### src/rtl/ps2_scan_receiver.sv
// PS/2 keyboard receiver: deserialises 11-bit frames into scan codes and keeps a 3-byte history.
// Optional PS2_GLITCH_FILTER_EN adds a FILTER_LEN-cycle level filter on the PS/2 clock.
module ps2_scan_receiver #(
  parameter int TIMEOUT_CYCLES = 25000
`ifdef PS2_GLITCH_FILTER_EN
  , parameter int FILTER_LEN = 8
`endif
) (
  input  logic        i_clk,
  input  logic        i_rst_n,
  input  logic        i_ps2_clk,
  input  logic        i_ps2_data,
  output logic [23:0] o_KeyData,
  output logic        o_Valid,
  output logic        o_Error,
  output logic        o_Busy
);

  localparam int TCW = $clog2(TIMEOUT_CYCLES);
  localparam logic [TCW-1:0] TIMEOUT_LAST = TCW'(TIMEOUT_CYCLES - 1);

  typedef enum logic [1:0] {IDLE, DATA, PARITY, STOP} state_t;

  logic [1:0]     clkSync_q;
  logic [1:0]     dataSync_q;
  logic           clkLevel_d;
  logic           clkPrev_q;
  logic           fallEdge_d;
  logic           dataBit_d;
  state_t         state_q;
  logic [2:0]     bitCnt_q;
  logic [7:0]     shift_q;
  logic           parity_q;
  logic [TCW-1:0] tmoCnt_q;
  logic [23:0]    keyData_q;
  logic           valid_q;
  logic           error_q;

  // Both pins are asynchronous; idle-high reset value avoids a false edge after reset.
  always_ff @(posedge i_clk) begin
    if (!i_rst_n) begin
      clkSync_q  <= 2'b11;
      dataSync_q <= 2'b11;
    end else begin
      clkSync_q  <= {clkSync_q[0], i_ps2_clk};
      dataSync_q <= {dataSync_q[0], i_ps2_data};
    end
  end

`ifdef PS2_GLITCH_FILTER_EN
  localparam int FCW = $clog2(FILTER_LEN + 1);
  logic           filtLevel_q;
  logic [FCW-1:0] filtCnt_q;

  always_ff @(posedge i_clk) begin
    if (!i_rst_n) begin
      filtLevel_q <= 1'b1;
      filtCnt_q   <= '0;
    end else if (clkSync_q[1] == filtLevel_q) begin
      filtCnt_q <= '0;
    end else if (filtCnt_q == FCW'(FILTER_LEN - 1)) begin
      filtLevel_q <= clkSync_q[1];
      filtCnt_q   <= '0;
    end else begin
      filtCnt_q <= filtCnt_q + 1'b1;
    end
  end

  assign clkLevel_d = filtLevel_q;
`else
  assign clkLevel_d = clkSync_q[1];
`endif

  always_ff @(posedge i_clk) begin
    if (!i_rst_n) clkPrev_q <= 1'b1;
    else          clkPrev_q <= clkLevel_d;
  end

  assign fallEdge_d = clkPrev_q & ~clkLevel_d;
  assign dataBit_d  = dataSync_q[1];

  // Frame FSM: one step per accepted falling edge; the timeout counter only advances
  // mid-frame and aborts at its last value, so it never wraps.
  always_ff @(posedge i_clk) begin
    if (!i_rst_n) begin
      state_q   <= IDLE;
      bitCnt_q  <= '0;
      shift_q   <= '0;
      parity_q  <= 1'b0;
      tmoCnt_q  <= '0;
      keyData_q <= '0;
      valid_q   <= 1'b0;
      error_q   <= 1'b0;
    end else begin
      valid_q <= 1'b0;
      error_q <= 1'b0;
      if (fallEdge_d) begin
        tmoCnt_q <= '0;
        case (state_q)
          IDLE: begin
            if (!dataBit_d) begin
              state_q  <= DATA;
              bitCnt_q <= '0;
            end
          end
          DATA: begin
            shift_q  <= {dataBit_d, shift_q[7:1]};
            bitCnt_q <= bitCnt_q + 1'b1;
            if (bitCnt_q == 3'd7) state_q <= PARITY;
          end
          PARITY: begin
            parity_q <= dataBit_d;
            state_q  <= STOP;
          end
          STOP: begin
            if (dataBit_d && (^{shift_q, parity_q})) begin
              keyData_q <= {keyData_q[15:0], shift_q};
              valid_q   <= 1'b1;
            end else begin
              error_q <= 1'b1;
            end
            state_q <= IDLE;
          end
          default: state_q <= IDLE;
        endcase
      end else if (state_q != IDLE) begin
        if (tmoCnt_q == TIMEOUT_LAST) begin
          state_q  <= IDLE;
          error_q  <= 1'b1;
          tmoCnt_q <= '0;
        end else begin
          tmoCnt_q <= tmoCnt_q + 1'b1;
        end
      end
    end
  end

  assign o_KeyData = keyData_q;
  assign o_Valid   = valid_q;
  assign o_Error   = error_q;
  assign o_Busy    = (state_q != IDLE);

endmodule

### config.mk
export PLATFORM = sky130hd
export DESIGN_NAME = ps2_scan_receiver
export DESIGN_NICKNAME = d
export VERILOG_FILES = /design/src/rtl/ps2_scan_receiver.sv
export SDC_FILE = /design/constraint.sdc
export NUM_CORES = 1
export LEC_CHECK = 0
export CORE_ASPECT_RATIO = 0.75
export CORE_MARGIN = 5
export CORE_UTILIZATION = 47
export CTS_BUF_LIST = sky130_fd_sc_hd__clkbuf_4
export CTS_CLUSTER_SIZE = 14
export DETAILED_ROUTE_END_ITERATION = 8
export GPL_ROUTABILITY_DRIVEN = 0
export PLACE_DENSITY = 0.69
export SETUP_SLACK_MARGIN = 0.05
export SLEW_MARGIN = 0
export SYNTH_ARGS = -nofsm -noshare
export SYNTH_HDL_FRONTEND = slang
export SYNTH_SLANG_ARGS = --single-unit
### constraint.sdc
create_clock -name i_clk -period 2.1 [get_ports i_clk]
set_input_delay 0.42 -clock i_clk [delete_from_list [all_inputs] [get_ports i_clk]]
set_output_delay 0.42 -clock i_clk [all_outputs]
set_load 0.01 [all_outputs]
# Word-level counts from Yosys, hierarchy flattened
# Index checks and enable logic that the tools add are counted.
[word_totals]
output_inout_bits = 27
ram_bits = 0
mem_count = 0
latch_bits = 0
register_bits = 60
inputBits = 4
rom_bits = 0
[classes]
n_div = 0
n_bitwise = 3
reduce_logical = 14
mul = 0
mux = 15
eq_ne = 8
n_addsub = 2
order_cmp = 0
shift = 0
[op_table]
columns = ["operator", "count"]
rows = [
  ["$add A15 B1 Y15 const B", 1],
  ["$eq A15 B15 Y1 const B", 1],
  ["$mux W15", 1],
  ["$mux W2", 5],
  ["$reduce_and A3 Y1", 3],
  ["$reduce_xor A9 Y1", 1],
  ["$pmux W2 S4", 1],
  ["$reduce_bool A2 Y1", 4],
  ["$mux W1", 6],
  ["$ne A3 B3 Y1 const B", 2],
  ["$pmux W3 S2", 1],
  ["$eq A2 B2 Y1 const B", 2],
  ["$reduce_and A2 Y1", 2],
  ["$reduce_and A4 Y1", 1],
  ["$add A3 B1 Y3 const B", 1],
  ["$eq A3 B3 Y1 const B", 1],
  ["$mux W3", 1],
  ["$eq A2 B1 Y1 const B", 1],
  ["$logic_not A2 Y1", 1],
  ["$ne A2 B2 Y1 const B", 1],
  ["$not A1 Y1", 2],
  ["$reduce_or A2 Y1", 1],
  ["$and A1 B1 Y1", 1],
  ["$logic_and A1 B1 Y1", 1],
]

# Depth between registers and ports, before layout
# Gate-level depths: netlist (run 1).
[depth]
depth_word = 5
ltp_mapped = 8

# Worst setup path after synthesis (run 1)
# No wires, ideal clock.
[synth_timing]
path_kind = "register to register"
from = "reg shift_q[0]"
to = "reg keyData_q[18] (netlist: o_KeyData[18])"
arrival_time_ns = 1.752
setup_slack_ns = 0.274
required_time_ns = 2.026
setup_ns = 0.074
period_less_slack_ns = 1.826
path_stages_with_launch = 8
path_cell_list = "dfxtp_1 -> xnor3_1 -> or4_4 -> mux2i_4 -> buf_6 -> buf_6 -> nand3_1 -> o21ai_0"
[synth_between]
elab_chain_cells = 3
[synth_lines]
columns = ["item", "line_no", "source"]
rows = [
  ["start: declaration", "32", "logic [7:0] shift_q;"],
  ["start signal: assignment", "107", "shift_q <= {dataBit_d, shift_q[7:1]};"],
  ["$reduce_xor A9 Y1", "116", "if (dataBit_d && (^{shift_q, parity_q})) begin"],
  ["$logic_and A1 B1 Y1", "116", ""],
  ["$reduce_and A3 Y1 (no line)", "--", ""],
  ["end signal: assignment", "117", "keyData_q <= {keyData_q[15:0], shift_q};"],
  ["end: declaration", "35", "logic [23:0] keyData_q;"],
]
# Every way passes these cells.
# A chain may end at the register's enable or synchronous reset.

# Final worst setup path (run 1)
[layout_timing]
from = "reg shift_q[0]"
to = "reg keyData_q[3] (netlist: o_KeyData[3])"
# Same word-level chain as after synthesis.

==> impl_metrics.json, run 1 <==
{
  "antenna_found_initial": 0,
  "dp_hpwl_um": 3310,
  "ant_nets": 0,
  "n_antenna_cell": 0,
  "vias": 1981,
  "cpLargestDelayFamily": "simple AND/OR/NAND/NOR gates",
  "postSynthAreaPerCell_um2": 8.87,
  "required_ns": 2.42,
  "period_minus_slack_ns": 1.91,
  "hp-start": "clkSync_q[0]",
  "total_power_mw": 2.17,
  "netlist_area_um2": 2540,
  "wl_um": 4770,
  "rsz0062_at_grt": "false",
  "grt_util_met2_pct": 22.0,
  "slowest_delay_ns": 0.45,
  "firstDrtPassIters": 4,
  "start_kind": "register",
  "yosysSeqAreaShare_pct": 47.4,
  "grt_pass1_wl_um": 8270,
  "worst_pin_slew_ns": 0.483,
  "power_leakage_nw": 1.11,
  "insertion_delay_ns": 0.40,
  "worst-r2r-setup-slack_ns": 0.19,
  "portBuffers": 30,
  "path_buf_inv": 1,
  "via_per_inst": 5.00,
  "fp-row-count": 23,
  "numPlacedInstances": 381,
  "grt_max_degree": 50,
  "max-cap-violations": 0,
  "synth_nets": 297,
  "arrival_ns": 2.23,
  "area_growth_pct": 21.6,
  "worstReg2RegEnd": "o_KeyData[3]",
  "cts_setup_buffers": 0,
  "timing.final.hold_violations": 0,
  "max_freq_mhz": 523,
  "vdd_drop_max_v": 0.000603,
  "worstSetupEndpointType": "register",
  "finalMaxSlewViolations": 0,
  "initial_core_util_pct": 47.9,
  "drc": 0,
  "clkTransAtPathRegs_ns": 0.10,
  "cts_max_level": 3,
  "instances_no_fill": 396,
  "crit_chain": "xnor3_1 -> or4_4 -> mux2i_4 -> buf_12 -> nand3_1 -> o21ai_0",
  "drive_above_1_share_pct": 8.41,
  "reg2regPathDepth": 6,
  "dieArea_um2": 6980,
  "hold_depth": 1,
  "synth-seq-cells": 60,
  "grtUsageMet3_pct": 7.16,
  "final.period_utilization_pct": 91.0,
  "cts_buffers": 9,
  "die_x_um": 94.8,
  "status": "finished clean",
  "drt_iter0_markers": 124,
  "critPathMaxFanout": 49,
  "fin_tns_setup_ns": 0,
  "cts_tree": "built",
  "layout_common_cells": "59 x dfxtp_1, 42 x nand2_1, 40 x nand3_1",
  "cts.sinks": 60,
  "gr-total-overflow": 0,
  "p_per_area_nw_per_um2": 705,
  "rr_startpoint": "shift_q[0]",
  "grt_pass1_vias": 1771,
  "cts_buffer_depth": 2,
  "final_common_cell": "dfxtp_1",
  "grt_util_met1_pct": 20.4,
  "worstSetupPathType": "reg2reg",
  "io_pins": 31,
  "slowest_stage": "xnor3_1",
  "cts_root_buf": "clkbuf_4",
  "synth_cell_types": 36,
  "slew_headroom_pct": 67.8,
  "wl_per_cell_um": 12.1,
  "min_to": "clkSync_q[1]",
  "fin_nets": 328,
  "fin_skew_ns": 0.0144,
  "syn_inst": 286,
  "globalRouteTotalUtil_pct": 15.4,
  "coreArea_um2": 5300,
  "synth_warnings": 0,
  "grt_busiest_layer": "met2",
  "die_h_um": 73.6,
  "setup-violations-final": 0,
  "hp-class": "reg2reg"
}
[power breakdown]
part	internal [mW]	total (mW)	switching, mW
registers	1.14	1.14	0.00206
logic	0.0163	0.0479	0.0315
clock network	0.589	0.984	0.395
total	1.75	2.17	0.428
[how the worst max path moves through the flow]
stage,from,to,cells past startpoint
6_report,shift_q[0],o_KeyData[3],6
3_3_place_gp,state_q[0],tmoCnt_q[9],7
4_1_cts,shift_q[0],o_KeyData[3],6
5_1_grt,shift_q[0],o_KeyData[6],6
3_5_place_dp,shift_q[0],o_KeyData[3],6
2_1_floorplan,shift_q[0],o_KeyData[18],7
[cells by family (layout without fill, tap and decap cells)]
logic type / Yosys count / count (layout) / synth area share, %
mux: 3 / 3 / 1.68
buf+inv: 24 / 59 / 4.34
compound gates: 46 / 46 / 10.7
fa+ha+maj: 7 / 7 / 3.45
xor+xnor: 18 / 18 / 7.30
flops: 60 / 60 / 47.4
simple gates: 128 / 128 / 25.2
[flip-flops by register name, indices dropped and copies added, names as in the netlist]
| name | cells |
|---|---|
| bitCnt_q | 3 |
| clkPrev_q | 1 |
| clkSync_q | 2 |
| dataSync_q | 2 |
| o_Error | 1 |
| o_KeyData | 24 |
| o_Valid | 1 |
| parity_q | 1 |
| shift_q | 8 |
| state_q | 2 |
| tmoCnt_q | 15 |
[worst reg2reg max path, stage by stage (launching register included)]
cell     delay (ns)
dfxtp_1        0.35
xnor3_1        0.45
or4_4          0.44
mux2i_4        0.17
buf_12         0.23
nand3_1        0.10
o21ai_0        0.10
[per-layer routing]
layer / vias up / part of all wire [%]
met5: - / 0
met4: 0 / 0.82
met3: 5 / 5.7
met2: 40 / 43
met1: 891 / 51
li1: 1045 / -
[Yosys cell counts]
master     instances  area share, %
and4b_1            2           0.79
nand4b_1           1           0.35
nand3_1           40            7.9
o21ai_0           28            5.5
and3b_1            1           0.35
o22ai_1            1           0.25
ha_1               7            3.5
nand2b_1           7            1.7
and3_1             1           0.25
nor3_1             1           0.20
or3_1              1           0.25
nand4_1            4           0.99
buf_2              2           0.39
xor2_1             9            3.1
and2_1             3           0.74
nand2_1           42            6.2
nor3b_1            1           0.30
inv_1              6           0.89
a21oi_1            3           0.59
nor2b_1            4           0.99
mux2i_4            1           0.89
a32oi_1            2           0.69
nand3b_1           1           0.30
or4_4              1           0.44
clkbuf_2           2           0.39
buf_6              2           0.89
dfxtp_1           60             47
a21boi_0          11            3.3
xnor3_1            2            1.8
mux2i_1            2           0.79
nor4b_1            2           0.69
nor2_1            14            2.1
a2bb2oi_1          1           0.35
and4_1             2           0.69
xnor2_1            7            2.4
clkbuf_1          12            1.8
[layout make-up]
| cell class | count | area (µm²) |
|---|---|---|
| clock buffer | 9 | 67.6 |
| clock inverter | 6 | 104 |
| fill | 499 | 2210 |
| inverter | 6 | 22.5 |
| multi-input combinational | 202 | 1230 |
| sequential | 60 | 1200 |
| tap | 75 | 93.8 |
| timing repair buffer | 38 | 367 |
[metrics by stage]
step | worst slack [ns] | area (µm²) | hold slack (ns) | util, %
floorplan | 0.274 | 2540 | 0.386 | -
global placement | 0.241 | 2910 | 0.389 | 55.0
detailed placement | 0.196 | 2910 | 0.396 | 55.0
CTS | 0.180 | 3080 | 0.419 | 58.2
global route | 0.0533 | 3080 | 0.446 | 58.2
finish | 0.189 | 3080 | 0.415 | 58.2
[timing repair]
action	4_1_cts	5_1_grt
resized for setup	3	0
hold buffers	0	0
setup endpoints to repair	1	0
(Power assumes the default switching activity.)
==> inputs of run 2 (changes only) <==
--- a/config.mk
+++ b/config.mk
@@ -12,6 +12,7 @@
 export CTS_CLUSTER_SIZE = 14
 export DETAILED_ROUTE_END_ITERATION = 8
 export GPL_ROUTABILITY_DRIVEN = 0
+export HOLD_SLACK_MARGIN = 0.02
 export PLACE_DENSITY = 0.69
 export SETUP_SLACK_MARGIN = 0.05
 export SLEW_MARGIN = 0
==> results of run 2 <==
Final layout, timing and power as in run 1 (identical DEF).
